$ cat src/rtl/adc_scan_seq.sv
// Autonomous scanner for ADC082S021/ADC122S021-class SPI ADCs: drives the SPI pins,
// walks the enabled-channel list and emits tagged samples on a valid/ready stream.
module adc_scan_seq #(
  parameter int NCHAN    = 8,
  parameter int RES_BITS = 12,
  parameter int CLKDIV   = 4,
  parameter int IDLE_CYC = 8
) (
  input  logic                clk,
  input  logic                reset,
  input  logic                start,
  input  logic                continuous,
  input  logic [NCHAN-1:0]    chan_mask,
  output logic                busy,
  output logic                scan_done,
  output logic                sample_valid,
  input  logic                sample_ready,
  output logic [2:0]          sample_chan,
  output logic [RES_BITS-1:0] sample_data,
  output logic                overrun,
  input  logic                overrun_clr,
  output logic                ss_n,
  output logic                sclk,
  output logic                mosi,
  input  logic                miso
);

  localparam int CNT_MAX = (CLKDIV > IDLE_CYC) ? CLKDIV : IDLE_CYC;
  localparam int CW      = $clog2(CNT_MAX + 1);
  localparam logic [CW-1:0] DIV_LAST  = CW'(CLKDIV - 1);
  localparam logic [CW-1:0] GAP_LAST  = CW'(IDLE_CYC - 1);
  // Result bits rx[11 -: RES_BITS] arrive on frame bits 4 .. 3+RES_BITS.
  localparam logic [3:0]    RX_FIRST  = 4'd4;
  localparam logic [3:0]    RX_LAST   = 4'(3 + RES_BITS);

  typedef enum logic [1:0] {ST_IDLE, ST_SETUP, ST_SHIFT, ST_GAP} state_t;

  state_t              state_r;
  logic [CW-1:0]       cnt_r;
  logic [3:0]          bit_r;
  logic [3:0]          frame_r;
  logic [3:0]          nlast_r;
  logic [2:0]          list_r [0:7];
  logic [RES_BITS-1:0] rx_r;
  logic                pend_r;
  logic [2:0]          pend_chan_r;
  logic                pend_last_r;

  logic [2:0]          list_s [0:7];
  logic [3:0]          n_s;
  logic [2:0]          cur_addr_s;
  logic [15:0]         tx_s;

  function automatic logic [15:0] tx_word(input logic [2:0] addr);
    return {2'b00, addr, 11'b0};
  endfunction

  // Compact the enabled channels into an ascending list; n_s is its length.
  always_comb begin
    list_s = '{default: 3'd0};
    n_s    = 4'd0;
    for (int i = 0; i < NCHAN; i++) begin
      if (chan_mask[i]) begin
        list_s[n_s[2:0]] = 3'(i);
        n_s              = n_s + 4'd1;
      end else begin
        n_s = n_s;
      end
    end
  end

  // Address of the frame in flight; the final frame is a dummy re-read of L[0].
  always_comb begin
    if (frame_r == nlast_r) begin
      cur_addr_s = list_r[0];
    end else begin
      cur_addr_s = list_r[frame_r[2:0]];
    end
    tx_s = tx_word(cur_addr_s);
  end

  // Scan sequencer, SPI shifter and output stream register.
  always_ff @(posedge clk) begin
    if (reset) begin
      state_r      <= ST_IDLE;
      cnt_r        <= '0;
      bit_r        <= 4'd0;
      frame_r      <= 4'd0;
      nlast_r      <= 4'd0;
      list_r       <= '{default: 3'd0};
      rx_r         <= '0;
      pend_r       <= 1'b0;
      pend_chan_r  <= 3'd0;
      pend_last_r  <= 1'b0;
      ss_n         <= 1'b1;
      sclk         <= 1'b1;
      mosi         <= 1'b0;
      busy         <= 1'b0;
      scan_done    <= 1'b0;
      sample_valid <= 1'b0;
      sample_chan  <= 3'd0;
      sample_data  <= '0;
      overrun      <= 1'b0;
    end else begin
      scan_done <= 1'b0;
      pend_r    <= 1'b0;
      if (overrun_clr) begin
        overrun <= 1'b0;
      end
      // A drop in the same cycle as overrun_clr must leave overrun set.
      if (pend_r) begin
        scan_done <= pend_last_r;
        if (!sample_valid || sample_ready) begin
          sample_valid <= 1'b1;
          sample_chan  <= pend_chan_r;
          sample_data  <= rx_r;
        end else begin
          overrun <= 1'b1;
        end
      end else if (sample_valid && sample_ready) begin
        sample_valid <= 1'b0;
      end

      case (state_r)
        ST_IDLE: begin
          cnt_r <= '0;
          if (start && (|chan_mask)) begin
            list_r  <= list_s;
            nlast_r <= n_s;
            frame_r <= 4'd0;
            ss_n    <= 1'b0;
            busy    <= 1'b1;
            state_r <= ST_SETUP;
          end
        end
        ST_SETUP: begin
          if (cnt_r != DIV_LAST) begin
            cnt_r <= cnt_r + CW'(1);
          end else begin
            cnt_r   <= '0;
            bit_r   <= 4'd0;
            sclk    <= 1'b0;
            mosi    <= 1'b0;  // bit 15 of every TX word is zero
            state_r <= ST_SHIFT;
          end
        end
        ST_SHIFT: begin
          if (cnt_r != DIV_LAST) begin
            cnt_r <= cnt_r + CW'(1);
          end else begin
            cnt_r <= '0;
            if (!sclk) begin
              sclk <= 1'b1;
              if (bit_r >= RX_FIRST && bit_r <= RX_LAST) begin
                rx_r <= {rx_r[RES_BITS-2:0], miso};
              end
              if (bit_r == 4'd15) begin
                pend_r      <= (frame_r != 4'd0);
                pend_chan_r <= list_r[frame_r[2:0] - 3'd1];
                pend_last_r <= (frame_r == nlast_r);
              end
            end else if (bit_r != 4'd15) begin
              bit_r <= bit_r + 4'd1;
              sclk  <= 1'b0;
              mosi  <= tx_s[4'd14 - bit_r];
            end else if (frame_r == nlast_r) begin
              ss_n    <= 1'b1;
              state_r <= ST_GAP;
            end else begin
              frame_r <= frame_r + 4'd1;
              bit_r   <= 4'd0;
              sclk    <= 1'b0;
              mosi    <= 1'b0;
            end
          end
        end
        ST_GAP: begin
          if (cnt_r != GAP_LAST) begin
            cnt_r <= cnt_r + CW'(1);
          end else begin
            cnt_r <= '0;
            if (continuous && (|chan_mask)) begin
              list_r  <= list_s;
              nlast_r <= n_s;
              frame_r <= 4'd0;
              ss_n    <= 1'b0;
              state_r <= ST_SETUP;
            end else begin
              busy    <= 1'b0;
              state_r <= ST_IDLE;
            end
          end
        end
        default: begin
          state_r <= ST_IDLE;
          ss_n    <= 1'b1;
          sclk    <= 1'b1;
          mosi    <= 1'b0;
          busy    <= 1'b0;
        end
      endcase
    end
  end

endmodule

$ cat config.mk
export PLATFORM = sky130hd
export DESIGN_NAME = adc_scan_seq
export DESIGN_NICKNAME = d
export VERILOG_FILES = /design/src/rtl/adc_scan_seq.sv
export SDC_FILE = /design/constraint.sdc
export NUM_CORES = 1
export LEC_CHECK = 0
export BUFFER_PORTS_ARGS = -buffer_cell sky130_fd_sc_hd__buf_2
export CAP_MARGIN = 20
export CORE_MARGIN = 2
export CORE_UTILIZATION = 35
export CTS_CLUSTER_SIZE = 16
export DETAILED_ROUTE_END_ITERATION = 8
export SLEW_MARGIN = 5
export SYNTH_ARGS = -nofsm -noshare
export SYNTH_HDL_FRONTEND = slang
export SYNTH_SLANG_ARGS = --single-unit
$ cat constraint.sdc
create_clock -name clk -period 4.9 [get_ports clk]
set_input_delay 0.735 -clock clk [delete_from_list [all_inputs] [get_ports clk]]
set_output_delay 0.735 -clock clk [all_outputs]
set_load 0.05 [all_outputs]
* Yosys cells after proc, flatten, opt, wreduce, memory -nomap -nowiden
Index checks and enable logic that the tools add are counted.
** Storage, ports and cells
- Logic and storage cells :: 242
- Register bits :: 81
- Input bits :: 15
** Operators by class
- Add/sub/neg operators :: 12
- Magnitude comparators :: 19
- Mux-type cells :: 101
- Equality and inequality tests :: 20
- Reductions and logical operators :: 34
- Bitwise gates (word level) :: 30
** Operators with widths (count)
- $mux W24 :: 9
- $mux W4 :: 24
- $demux W3 S3 :: 7
- $or A16 B16 Y16 :: 3
- $pmux W24 S2 :: 1
- $add A4 B1 Y4 const B :: 10
- $ge A4 B4 Y1 const B :: 9
- $mux W3 :: 12
- $not A3 Y4 :: 9
- $not A16 Y16 :: 2
- $lt A4 B1 Y1 const B :: 7
- $mux W1 :: 28
- $and A8 B8 Y8 :: 3
- $not A8 Y8 :: 3
- $or A24 B24 Y24 :: 1
- $pmux W4 S3 :: 2
- $mux W22 :: 1
- $ne A2 B2 Y1 const B :: 10
- $bmux W3 S3 :: 2
- $and A15 B16 Y16 :: 1
- $and A16 B16 Y16 :: 1
- $or A8 B8 Y8 :: 2
- $pmux W4 S2 :: 2
- $reduce_and A4 Y1 :: 4
- 35 further kinds :: 63

* Depth between registers and ports, before layout
Gate-level depths: netlist of run 1.
- Word-level depth :: 24
- Depth in mapped cells :: 24
- Mapped depth without buffers :: 23

* Least setup slack after synthesis of run 1
Ideal clock, no wire load.
- Path type :: in2reg
- From :: input chan_mask[2]
- To :: register list_r[5] (netlist name)
- Buffers on the path :: 2
- Required time :: 4.821 ns
- Data arrival time :: 4.930 ns
- Slack :: -0.109 ns
- Stages on the path :: 21
- Library setup time :: 0.079 ns
- Cell sequence :: buf_4 > inv_1 > fa_1 > clkbuf_1 > inv_1 > ha_1 > nand2_1 > o31ai_1 > ha_1 > nand2b_1 > nand2_1 > inv_1 > ha_1 > nand2_1 > o21ai_0 > ha_1 > nand2_1 > xnor3_2 > or4_4 > and3_4 > a211oi_2
** Between the ends
- Cells in the longest elaborated chain, start to end :: 20
- Elaborated cells on any way between the ends :: 61
- Those cells by class :: add/sub (4); order compare (10); eq/ne (2); mux (25); bitwise (11); reduce/logical (9)
** RTL lines
- from (decl) :: line 13 : input logic [NCHAN-1:0] chan_mask,
- branches (longest 20 deep; another with $add A4 B1 Y4)
- to (signal assigned) :: line 128 : list_r <= list_s;
- to (signal assigned) :: line 183 : list_r <= list_s;
- to (decl) :: line 43 : logic [2:0] list_r [0:7];
Parallel ways; which one is timed is not known. The select of a mux whose other input is x is not followed.
A chain may end at the register's enable or synchronous reset.

* Worst setup path in the final report of run 1
- From :: input chan_mask[0]
- To :: register list_r[5] (netlist name)
** Between the ends
- Cells in the longest elaborated chain, start to end :: 24
- Elaborated cells on any way between the ends :: 73
- Those cells by class :: add/sub (6); order compare (12); eq/ne (2); mux (29); bitwise (14); reduce/logical (10)
** RTL lines
- branches (longest 24 deep; another with $add A4 B1 Y4)
Parallel ways; which one is timed is not known. The select of a mux whose other input is x is not followed.

==> run metrics, run 1 <==
CP required=5.16 ns; fin nets=644; status=finished, final reports clean; synthesized flop and latch total=81; Leakage Power=between 2 and 2.5 nW; Synth-to-Final Area Change=13.3%; final setup fails=0; total power=2.63 mW; Routability Congestion=about 0.9; I/O Buffers=36; initial antenna violation count=0; post-route setup slack=between 0.3 and 0.4 ns; f_max=219 MHz; synth top area cells=dfxtp_1 33%, nor2_1 7.0%, mux4_2 6.0%; Synthesis Warnings=0; RSZ-0062 raised after global routing=no; most frequent cells in the layout=92 x nor2_1, 81 x dfxtp_1, 61 x nand2_1; Inserted Diodes=0; CTS H-Tree Depth=3; GRT Util Overall=16.3%; Pins Over Slew Limit=0; Initial Util=35.6%; Clock Tree Root=clkbuf_16; hold path startpoint=pend_last_r; Core Rows=43; Post-Route WL=11.8 mm; Clk Latency, worst-skew pair=between 0.3 and 0.4 ns; synthesized instance count=582; DR DRC count=0; Mean Syn Cell Area=roughly 8.4 µm²; # Max-Cap Violations=0; Multi-input gate area=3060 µm²; Tcrit/Tclk final=93.3%; Post-synth ARST share=0%; router iterations before antenna repair=5; CTS tree=yes; Via Count=4254; final hold vios=0; CTS Buf Count=9; total gr overflow=0; first-pass GRT wire length=between 15 and 20 mm; Die W=122 µm; Crit path arrival time=just under 5 ns; Final Skew=roughly 0.0092 ns; crit path launch=chan_mask[0]; CP endpoint kind=flip-flop; Post-CTS Hold Fix Bufs=0; core region area=between 10000 and 15000 µm²; Rel. slew slack=34.6%; largest net degree at the start of global routing=53; Most used DFF post-synth=dfxtp_1; Wirelength per Cell=14.9 µm; synthesized cell area=4910 µm²; final hold slack=~0.44 ns; number of synthesized flops with an enable pin=0; Yosys cell types=68; Seq/Total Area, Yosys=33.0%; worst-path cell chain=buf_2 -> inv_1 -> fa_1 -> inv_1 -> ha_1 -> nand2_1 -> o31ai_1 -> ha_1 -> nand2b_1 -> nand2_1 -> inv_1 -> ha_1 -> nand2_1 -> o21ai_0 -> ha_1 -> nand2_1 -> xnor3_2 -> or4_4 -> and3_4 -> a211oi_2; Initial DRC Count=between 200 and 300; VDD IR-drop max=roughly 0.23 mV; worst stage delay on the critical path=0.56 ns; Antenna Nets Post-Route=0; CTS sink cnt=81; setup tns final=0 ns; vias in the first global route=around 4000; worst flop-to-flop path startpoint=state_r[0]; fin crit period=around 4.6 ns; I/O pins=37; post-synth top area share=about a third; PwrDens=473 nW/µm²; Post-Syn Nets=619; die area=15000 µm²; worst slew pin tran=0.979 ns; slowest library cell on the worst path=fa_1; clock buffer depth=2; layout cell share with drive strength beyond 1=15.7%; Worst Hold Class=reg -> reg; type of origin of the critical path=input pin; most common cell after layout, fill and taps aside=nor2_1; post-DP HPWL=8.90 mm; Synth area leader=dfxtp_1; fillcell total=1445; Post-Place Worst Slack=-0.0198 ns; final core utilization=40.4%; die height=122 µm; clock-pin transition on the worst setup and hold timing paths=0.06 ns; Vias per Instance=5.37; Crit Path Class=in -> reg; Worst Path Max Fanout=8; Reg area=1620 µm²
-- worst max-delay path, delay by kind of cell --
family | cells | cell delay [ns]
fa+ha+maj | 5 | 1.62
simple gates | 7 | 1.19
xor+xnor | 1 | 0.51
compound gates | 3 | 0.42
buf+inv | 4 | 0.35
-- final timing paths --
kind                 to  slack (ns)  cells after the start
max reg2reg  frame_r[3]        2.04                      8
min reg2reg   scan_done        0.44                      2
min           scan_done        0.44                      2
max           list_r[5]        0.33                     20
-- state kept, by name, summed over array words and instances, names as in the netlist, 2 cells and up --
| signal | count |
|---|---|
| cnt_r | 4 |
| nlast_r | 4 |
| sample_data | 12 |
| bit_r | 4 |
| rx_r | 12 |
| frame_r | 4 |
| pend_chan_r | 3 |
| list_r | 24 |
| state_r | 2 |
| sample_chan | 3 |
-- final cells by class --
class | count | share of cell area, %
Clock buffer | 11 | 4.18
Clock inverter | 5 | 1.15
Inverter | 22 | 1.48
Multi-Input combinational cell | 444 | 55.0
Sequential cell | 81 | 29.2
Tap cell | 180 | 4.05
Timing Repair Buffer | 49 | 4.99
-- power by group --
group | switching [mW] | internal (mW)
sequential | 0.0925 | 0.760
clock | 0.274 | 0.399
combinational | 0.648 | 0.454
total | 1.02 | 1.61
-- what timing repair did --
action	in CTS	in global routing
setup endpoints to repair	0	1
gates resized for setup	0	1
buffers inserted	0	0
-- stage by stage --
stage | cells | area (µm²)
floorplan | 582 | 4910
global placement | 776 | 5260
detailed placement | 776 | 5260
CTS | 792 | 5560
global route | 792 | 5560
finish | 792 | 5560
-- cells by family (layout without fill, tap and decap cells) --
kind of cell | count (synthesis) | in the layout | share of synthesized area (%)
compound gates | 139 | 139 | 19.1
xor+xnor | 19 | 19 | 4.87
fa+ha+maj | 22 | 22 | 5.76
buf+inv | 57 | 87 | 4.89
flops | 81 | 81 | 33.0
mux | 36 | 36 | 10.8
simple gates | 228 | 228 | 21.5
-- routing by layer --
layer  part of all wire (%)  GRT usage (%)
met5                      0              0
met3                    3.5           2.46
met1                     47           21.2
met2                     47           27.2
met4                    2.3           6.32
-- synthesized netlist by cell type (all sizes together) (13+ instances only) --
| cell type | n |
|---|---|
| nor2 | 92 |
| dfxtp | 81 |
| nand2 | 61 |
| a21oi | 38 |
| inv | 22 |
| clkbuf | 21 |
| ha | 21 |
| o21ai | 19 |
| mux2i | 18 |
| a211oi | 15 |
| buf | 14 |
| a311oi | 13 |
| a31oi | 13 |
| mux4 | 13 |
Note: power is estimated with default switching activity, not from simulation.
==> inputs of run 2 (changes only) <==
- PLACE_DENSITY: not set -> 0.57
==> run metrics, run 2 (synthesis gave the netlist of run 1 again) <==
CP endpoint kind=flip-flop; die area=around 15000 µm²; PwrDens=about 470 nW/µm²; final setup fails=0; Cell Count, Final, Fillers Out=790; setup bufs post-CTS=0; most common cell after layout, fill and taps aside=nor2_1; Worst Path Max Fanout=8; CP required=5.09 ns; Leakage Power=2.08 nW; Buf+Inv Stages, Crit Path=4; Resized Gates After CTS=0; Rel. slew slack=31.8%; Vias per Instance=5.33; initial antenna violation count=0; Post-CTS Hold Fix Bufs=0; Post-Route WL=12.0 mm; router iterations before antenna repair=4; largest net degree at the start of global routing=56; Critical R2R Capture=frame_r[3]; Multi-input gate area=between 3000 and 4000 µm²; Synth-to-Final Area Change=12.8%; Worst Hold Class=reg -> reg; Antenna Nets Post-Route=0; fillcell total=1446; Pins Over Slew Limit=0; slowest library cell on the worst path=fa_1; final hold vios=0; Routability Congestion=0.874; Clock Tree Root=clkbuf_16; clock-pin transition on the worst setup and hold timing paths=0.06 ns; most frequent cells in the layout=92 x nor2_1, 81 x dfxtp_1, 61 x nand2_1; CTS H-Tree Depth=3; core region area=13800 µm²; Via Count=roughly 4200; Core Rows=43; Initial DRC Count=298; fin nets=642; worst flop-to-flop path startpoint=state_r[0]; Wirelength per Cell=15.1 µm; Reg with most FFs=list_r; CTS tree=yes; Reg2Reg Depth=8; clock buffer depth=2; Tcrit/Tclk final=94.2%; DR DRC count=0; GRT Util Overall=between 10% and 20%; hold path startpoint=cnt_r[0]; Die W=122 µm; fin crit period=4.62 ns; CTS sink cnt=81; Reg area=1620 µm²; type of origin of the critical path=input pin; Crit path arrival time=4.81 ns; Final Skew=0.00905 ns; worst stage delay on the critical path=0.57 ns; vias in the first global route=3899; Initial Util=35.6%; layout cell share with drive strength beyond 1=15.7%; post-placement cell count=774; max reg flops=24; setup slack, reg-to-reg=2.05 ns; Inserted Diodes=0; # Max-Cap Violations=0; Clk Latency, worst-skew pair=0.35 ns; hold endpoint=cnt_r[0]; status=finished, final reports clean; die height=between 100 and 150 µm; CTS Buf Count=9; Crit Path Class=in -> reg; worst-path cell chain=buf_2 -> inv_1 -> fa_1 -> inv_1 -> ha_1 -> nand2_1 -> o31ai_1 -> ha_1 -> nand2b_1 -> nand2_1 -> inv_1 -> ha_1 -> nand2_1 -> o21ai_0 -> ha_1 -> nand2_1 -> xnor3_2 -> nor3_1 -> or4b_1 -> o311ai_0; post-DP HPWL=about 9 mm; I/O pins=37; worst slew pin tran=1.02 ns; VDD IR-drop max=0.183 mV; first-pass GRT wire length=19.5 mm; top flop regs=list_r: 24 flops, rx_r: 12 flops, sample_data: 12 flops; final hold slack=0.445 ns; RSZ-0062 raised after global routing=no; Hold Path Depth=1; CP top delay family=adder cells; I/O Buffers=36; total gr overflow=0; f_max=between 200 and 250 MHz
run 2: changes by cell type in the layout (fill, tap and decap cells not counted), sizes merged:
cell	before	now
clkbuf	11	10
clkinv	1	2
buf	49	47
bufinv	1	0
inv	24	25
run 2: cell type report:
class | instances | area share, %
clock inverter | 6 | 0.859
sequential | 81 | 29.3
tap | 180 | 4.07
clock buffer | 10 | 4.32
timing repair buffer | 47 | 4.74
inverter | 22 | 1.49
multi-input combinational | 444 | 55.2
run 2: per-stage QoR:
| step | worst slack, ns | cell area (µm²) | utilization [%] | power, mW | TNS, ns |
|---|---|---|---|---|---|
| after global placement | 0.126 | 5250 | 38.1 | 1.94 | 0 |
| final | 0.284 | 5540 | 40.2 | 2.60 | 0 |
| after global routing | 0.00144 | 5540 | 40.2 | 2.77 | 0 |
| after detailed placement | -0.0709 | 5250 | 38.1 | 1.96 | -0.0953 |
| after floorplan | 0.0126 | 4910 | - | 1.70 | 0 |
| after CTS | 0.299 | 5530 | 40.2 | 2.61 | 0 |
run 2: worst max path at each step:
stage | cells after the start | start | end
5_1_grt | 20 | chan_mask[0] | nlast_r[3]
3_5_place_dp | 20 | chan_mask[0] | nlast_r[3]
6_report | 20 | chan_mask[0] | nlast_r[3]
4_1_cts | 20 | chan_mask[0] | nlast_r[3]
3_3_place_gp | 21 | chan_mask[0] | nlast_r[3]
2_1_floorplan | 21 | chan_mask[2] | list_r[5]
run 2: layer usage:
| metal | routed length [µm] | vias up | GRT usage (%) |
|---|---|---|---|
| met5 | 0 | - | 0 |
| met4 | 280 | 0 | 7.33 |
| met3 | 358 | 17 | 2.04 |
| met2 | 5620 | 80 | 27.5 |
| met1 | 5700 | 1983 | 21.2 |
| li1 | - | 2134 | - |
run 2: power breakdown:
| group | switching (mW) | total [mW] | internal, mW | leakage [nW] |
|---|---|---|---|---|
| Sequential | 0.0926 | 0.853 | 0.760 | 0.659 |
| Combinational | 0.651 | 1.10 | 0.451 | 1.28 |
| Clock | 0.284 | 0.646 | 0.362 | 0.140 |
